<file path="config.mk">
export PLATFORM = sky130hd
export DESIGN_NAME = matrix_scanner_flat
export DESIGN_NICKNAME = d
export VERILOG_FILES = /design/src/rtl/matrix_scanner_if.sv /design/src/rtl/matrix_scanner.sv /design/src/flat_wrapper.sv
export SDC_FILE = /design/constraint.sdc
export NUM_CORES = 1
export LEC_CHECK = 0
export ABC_CLOCK_PERIOD_IN_PS = 2230
export BUFFER_PORTS_ARGS = -buffer_cell sky130_fd_sc_hd__buf_2
export CORE_MARGIN = 2
export CORE_UTILIZATION = 35
export DETAILED_ROUTE_END_ITERATION = 7
export GPL_TIMING_DRIVEN = 0
export SLEW_MARGIN = 40
export SYNTH_ARGS = -nofsm -noshare
export SYNTH_HDL_FRONTEND = slang
export SYNTH_SLANG_ARGS = --single-unit
</file>
<file path="constraint.sdc">
create_clock -name clk12mhz -period 2.23 [get_ports clk12mhz]
set_input_delay 0.223 -clock clk12mhz [delete_from_list [all_inputs] [get_ports clk12mhz]]
set_output_delay 0.223 -clock clk12mhz [all_outputs]
set_load 0.005 [all_outputs]
</file>
<file path="src/rtl/matrix_scanner_if.sv">
// matrix_scanner_if: framebuffer fetch and LED column/row driver signals of the matrix scanner
interface matrix_scanner_if;
  logic enable;
  logic [3:0] row_addr;
  logic [15:0] row_data;
  logic frame_start;
  logic CSDI;
  logic CCLK;
  logic LE;
  logic RSDI;
  logic RCLK;
  logic OEB;
  modport master (
    input enable, row_data,
    output row_addr, frame_start, CSDI, CCLK, LE, RSDI, RCLK, OEB
  );
  modport slave (
    output enable, row_data,
    input row_addr, frame_start, CSDI, CCLK, LE, RSDI, RCLK, OEB
  );
endinterface

</file>
<file path="src/rtl/matrix_scanner.sv">
// matrix_scanner: 16-row LED matrix scanner (fetch, shift, latch, display); MATRIX_BRIGHTNESS_EN adds 8-level OEB brightness
module matrix_scanner #(
  parameter int CLKDIV = 2,
  parameter int DWELL = 256
) (
  input logic clk12mhz,
  input logic reset_n,
`ifdef MATRIX_BRIGHTNESS_EN
  input logic [2:0] brightness,
`endif
  matrix_scanner_if.master bus
);
  localparam int CW = 17;
  localparam logic [CW-1:0] HALF = CW'(CLKDIV);
  localparam logic [CW-1:0] BIT_END = CW'(2 * CLKDIV - 1);
  localparam logic [CW-1:0] DWELL_END = CW'(DWELL - 1);
  typedef enum logic [2:0] {IDLE, FETCH, SHIFT, LATCH, DISPLAY} state_t;
  state_t state_q, state_d;
  logic [CW-1:0] cnt_q, cnt_d, on_lim;
  logic [3:0] bit_q, bit_d, row_q, row_d, row_addr_q, row_addr_d;
  logic [15:0] sr_q, sr_d;
  logic frame_start_q, frame_start_d, csdi_q, csdi_d, cclk_q, cclk_d;
  logic le_q, le_d, rsdi_q, rsdi_d, rclk_q, rclk_d, oeb_q, oeb_d;
`ifdef MATRIX_BRIGHTNESS_EN
  logic [2:0] bright_q, bright_d;
`endif
  always_comb begin
    state_d = state_q;
    cnt_d = cnt_q + CW'(1);
    bit_d = bit_q;
    row_d = row_q;
    sr_d = sr_q;
    case (state_q)
      IDLE: begin
        cnt_d = '0;
        state_d = bus.enable ? FETCH : IDLE;
      end
      FETCH: if (cnt_q == CW'(1)) begin
        sr_d = bus.row_data;
        cnt_d = '0;
        bit_d = '0;
        state_d = SHIFT;
      end
      SHIFT: if (cnt_q == BIT_END) begin
        cnt_d = '0;
        sr_d = {sr_q[14:0], 1'b0};
        bit_d = bit_q + 4'd1;
        state_d = (bit_q == 4'd15) ? LATCH : SHIFT;
      end
      LATCH: if (cnt_q == BIT_END) begin
        cnt_d = '0;
        state_d = DISPLAY;
      end
      DISPLAY: if (cnt_q == DWELL_END) begin
        cnt_d = '0;
        row_d = row_q + 4'd1;
        state_d = bus.enable ? FETCH : IDLE;
      end
      default: state_d = IDLE;
    endcase
  end
  // Outputs are computed from next-state values so the registered copies line up with the state they belong to.
  always_comb begin
`ifdef MATRIX_BRIGHTNESS_EN
    bright_d = (state_d == DISPLAY && state_q != DISPLAY) ? brightness : bright_q;
    on_lim = (CW'(bright_d) + CW'(1)) * CW'(DWELL / 8);
`else
    on_lim = CW'(DWELL);
`endif
    row_addr_d = (state_d == FETCH && cnt_d == '0) ? row_d : row_addr_q;
    frame_start_d = state_d == FETCH && cnt_d == '0 && row_d == 4'd0;
    csdi_d = state_d == SHIFT && sr_d[15];
    cclk_d = state_d == SHIFT && cnt_d >= HALF;
    le_d = state_d == LATCH && cnt_d < HALF;
    rclk_d = state_d == LATCH && cnt_d >= HALF;
    rsdi_d = state_d == LATCH && row_d == 4'd0;
    oeb_d = !(state_d == DISPLAY && cnt_d < on_lim);
  end
  always_ff @(posedge clk12mhz) begin
    if (!reset_n) begin
      state_q <= IDLE;
      cnt_q <= '0;
      bit_q <= '0;
      row_q <= '0;
      sr_q <= '0;
      row_addr_q <= '0;
      frame_start_q <= 1'b0;
      csdi_q <= 1'b0;
      cclk_q <= 1'b0;
      le_q <= 1'b0;
      rsdi_q <= 1'b0;
      rclk_q <= 1'b0;
      oeb_q <= 1'b1;
`ifdef MATRIX_BRIGHTNESS_EN
      bright_q <= '0;
`endif
    end else begin
      state_q <= state_d;
      cnt_q <= cnt_d;
      bit_q <= bit_d;
      row_q <= row_d;
      sr_q <= sr_d;
      row_addr_q <= row_addr_d;
      frame_start_q <= frame_start_d;
      csdi_q <= csdi_d;
      cclk_q <= cclk_d;
      le_q <= le_d;
      rsdi_q <= rsdi_d;
      rclk_q <= rclk_d;
      oeb_q <= oeb_d;
`ifdef MATRIX_BRIGHTNESS_EN
      bright_q <= bright_d;
`endif
    end
  end
  assign bus.row_addr = row_addr_q;
  assign bus.frame_start = frame_start_q;
  assign bus.CSDI = csdi_q;
  assign bus.CCLK = cclk_q;
  assign bus.LE = le_q;
  assign bus.RSDI = rsdi_q;
  assign bus.RCLK = rclk_q;
  assign bus.OEB = oeb_q;
endmodule

</file>
<file path="src/flat_wrapper.sv">
// flat-port wrapper written by rule: the top's interface ports become plain ports
module matrix_scanner_flat 
#(
  parameter int CLKDIV = 2,
  parameter int DWELL = 256
)
  (clk12mhz, reset_n, bus_enable, bus_row_data, bus_row_addr, bus_frame_start, bus_CSDI, bus_CCLK, bus_LE, bus_RSDI, bus_RCLK, bus_OEB);
  matrix_scanner_if bus_i ();
  input logic clk12mhz;
  input logic reset_n;
  input wire logic [$bits(bus_i.enable)-1:0] bus_enable;
  input wire logic [$bits(bus_i.row_data)-1:0] bus_row_data;
  output wire logic [$bits(bus_i.row_addr)-1:0] bus_row_addr;
  output wire logic [$bits(bus_i.frame_start)-1:0] bus_frame_start;
  output wire logic [$bits(bus_i.CSDI)-1:0] bus_CSDI;
  output wire logic [$bits(bus_i.CCLK)-1:0] bus_CCLK;
  output wire logic [$bits(bus_i.LE)-1:0] bus_LE;
  output wire logic [$bits(bus_i.RSDI)-1:0] bus_RSDI;
  output wire logic [$bits(bus_i.RCLK)-1:0] bus_RCLK;
  output wire logic [$bits(bus_i.OEB)-1:0] bus_OEB;
  assign bus_i.enable = bus_enable;
  assign bus_i.row_data = bus_row_data;
  assign bus_row_addr = bus_i.row_addr;
  assign bus_frame_start = bus_i.frame_start;
  assign bus_CSDI = bus_i.CSDI;
  assign bus_CCLK = bus_i.CCLK;
  assign bus_LE = bus_i.LE;
  assign bus_RSDI = bus_i.RSDI;
  assign bus_RCLK = bus_i.RCLK;
  assign bus_OEB = bus_i.OEB;
  matrix_scanner #(.CLKDIV(CLKDIV), .DWELL(DWELL)) u_core (.clk12mhz(clk12mhz), .reset_n(reset_n), .bus(bus_i));
endmodule
</file>
==> results.toml <==
[timing]
maxSlewHeadroom_pct = 68.9
finalCritPeriodShare_pct = 99.3
setup_viol = 0
drv_slew = 0
timing.fmax_ghz = 0.452
fin_crit_ns = 2.21
setup_ws_ns = 0.0158
tightest_slew_ns = 0.467
finalClockSkew_ns = 0.0178
rsz0062_at_grt = "true"
hold_violations = 0

[worst_setup_path]
crit_fanout = 5
r2r_cells = 10
worstPathCellList = "ha_4 -> and3_4 -> buf_6 -> buf_6 -> mux2i_1 -> mux2_4 -> nand4_4 -> nor3_4 -> o21ai_4 -> mux2_4"
slowest_delay_ns = 0.37
slowest_stage = "dfxtp_4"
r2r-start = "u_core.cnt_q[0]"
reg2reg_slack_ns = 0.02
required_ns = 2.45
start_kind = "register"
startpoint = "u_core.cnt_q[0]"
critPathKind = "reg2reg"
r2r_end = "u_core.bus.row_addr[2]"
crit_end = "u_core.bus.row_addr[2]"
cp.arrival_ns = 2.43
end_kind = "register"

[logic_synthesis]
yosysTopAreaCellShare_pct = 39.1
synthesis.area_um2 = 2810
ys.warnings.count = 0
synthArstFlopShare_pct = 0
synth_area_leader_cell = "dfxtp_1"
synthCells = 312
synth.distinct_cells = 52
synthTopCellsByArea = "dfxtp_1 (39%), nor2_1 (6.0%), a22oi_1 (4.5%)"
yosys-top-cells-count = "dfxtp_1 (55), nor2_1 (45), nand2_1 (25)"
synth_edf_count = 0
syn_avg_cell_area_um2 = 9.02
yosysMostFrequentCell = "dfxtp_1"
syn_nets = 335
ys_ff_latch = 55
synth_top_flop_cell = "dfxtp_1"
seq_area_frac_synth_pct = 39.1

[global_route]
grt_pass1_vias = 2145
antenna_found_initial = 0
track_usage_pct = 14.7
grt_first_pass_wirelength_mm = 10.2
grt-ovfl-total = 0
grt_max_degree = 18

[final_layout]
final_nets = 391
antenna_cells = 0
syn2layout_area_growth_pct = 28.2
drive_above_1_share_pct = 36.3

[cts]
numCtsBuffers = 5
hold_buffers = 0
cts.sinks = 55
insertion_delay_ns = 0.32
htreeDepth = 2
cts_tree = "yes"
path_clk_slew_ns = 0.10
cts_root_buf = "clkbuf_8"
clock_path_buffers = 2

[place]
portBuffers = 29
gp_congestion = 0.813
dp_hpwl_mm = 4.20
pre_cts_ws_ns = -0.401

[routing]
first_pass_iters = 4
routed_wl_mm = 6.44
drt_iter0_drc = 110
postRouteAntennaNets = 0
wl_per_cell_um = 13.7
route.detailed.drc = 0
via_per_inst = 5.05
num_vias = 2380

[floorplanning]
dieWidth_um = 93.6
core_area_um2 = 7770
rows = 32
die_area_um2 = 8770
ioPinCount = 30
initial_core_util_pct = 36.2
fp.dieH_um = 93.6

[pwr]
total_power_mw = 1.90
cellPowerDensity_nw_per_um2 = 527
power.leakage_nw = 1.37
ir_drop_mv = 0.276

[job]
drv_cap = 0

[worst_hold_path]
hold_path_class = "in2reg"

[status]
outcome = "completed"
flip-flops by register name, indices dropped and copies added (netlist names):
signal	flops
u_core.bit_q	4
u_core.bus.CCLK	1
u_core.bus.CSDI	1
u_core.bus.LE	1
u_core.bus.OEB	1
u_core.bus.RCLK	1
u_core.bus.RSDI	1
u_core.bus.frame_start	1
u_core.bus.row_addr	4
u_core.cnt_q	17
u_core.row_q	4
u_core.sr_q	16
u_core.state_q	3
cells by family after synthesis:
group | share of synthesized area [%]
AND/OR/NAND/NOR | 27.5
AO/OA/AOI/OAI | 14.4
flip-flops | 39.1
buffers and inverters | 5.96
XOR/XNOR | 7.47
multiplexers | 3.74
adder cells (fa/ha/maj) | 1.78
timing repair:
item	CTS	global route
hold endpoints to repair	0	0
pin swaps	7	15
endpoints found under the setup margin	43	42
resized for setup	19	38
buffers inserted	5	17
gates cloned	0	0
worst max-delay path: cells and delay by family (launching register included):
| family | cells | cell delay [ns] |
|---|---|---|
| simple gates | 3 | 0.37 |
| fa+ha+maj | 1 | 0.17 |
| compound gates | 1 | 0.28 |
| buf+inv | 2 | 0.23 |
| mux | 3 | 0.72 |
| flops | 1 | 0.37 |
final cells by class:
type | instances | area, um^2
buffer | 16 | 134
clock buffer | 6 | 82.6
clock inverter | 2 | 38.8
fill | 763 | 4160
inverter | 11 | 41.3
multi-input combinational | 228 | 1730
sequential | 55 | 1120
tap | 102 | 128
timing repair buffer | 51 | 327
layer usage:
layer  GRT usage (%)  vias to the layer above  part of all wire (%)
met5               0                        -                     0
met4            4.83                        0                   1.0
met3            2.74                        4                   3.0
met2            22.8                       24                    47
met1            20.5                     1143                    49
li1                -                     1209                     -
worst min path at each step:
stage                     depth (start not counted)                 to            start
after global placement                            2     u_core.sr_q[9]   u_core.sr_q[9]
after global routing                              3     u_core.sr_q[0]  bus_row_data[0]
final                                             3     u_core.sr_q[0]  bus_row_data[0]
after detailed placement                          2     u_core.sr_q[5]   u_core.sr_q[5]
after CTS                                         3     u_core.sr_q[0]  bus_row_data[0]
after floorplan                                   1  u_core.state_q[0]          reset_n
cells in the final DEF (no fill, tap or decap), drive strengths merged, types with 2 or more instances in the layout:
master and instances:
inv 12, nor3b 2, nor2 46, nor3 14
a31o 2, and3 3, ha 4, a21oi 18
o22ai 2, nand3 13, xor2 11, or2 3
buf 63, xnor2 13, and2 5, and4 3
nand2b 2, nand2 25, mux2 5, nor4 6
o31ai 2, mux2i 3, a31oi 2, a22oi 18
nand4 11, dfxtp 55, clkbuf 10, o21ai 8
power by group:
group / internal [mW] / switching (mW)
clock: 0.370 / 0.348
sequential: 0.994 / 0.0105
combinational: 0.0722 / 0.104
stage by stage:
step	hold slack, ns	utilization [%]	area, um^2	std cells	TNS [ns]
floorplan	0.345	-	2820	312	0
global placement	0.439	39.8	3090	443	-8.68
detailed placement	0.445	39.8	3090	443	-8.96
CTS	0.160	42.7	3320	454	-0.288
global route	0.159	46.4	3600	471	-0.395
finish	0.177	46.4	3600	471	0
Power figures use the tool's default switching activity.
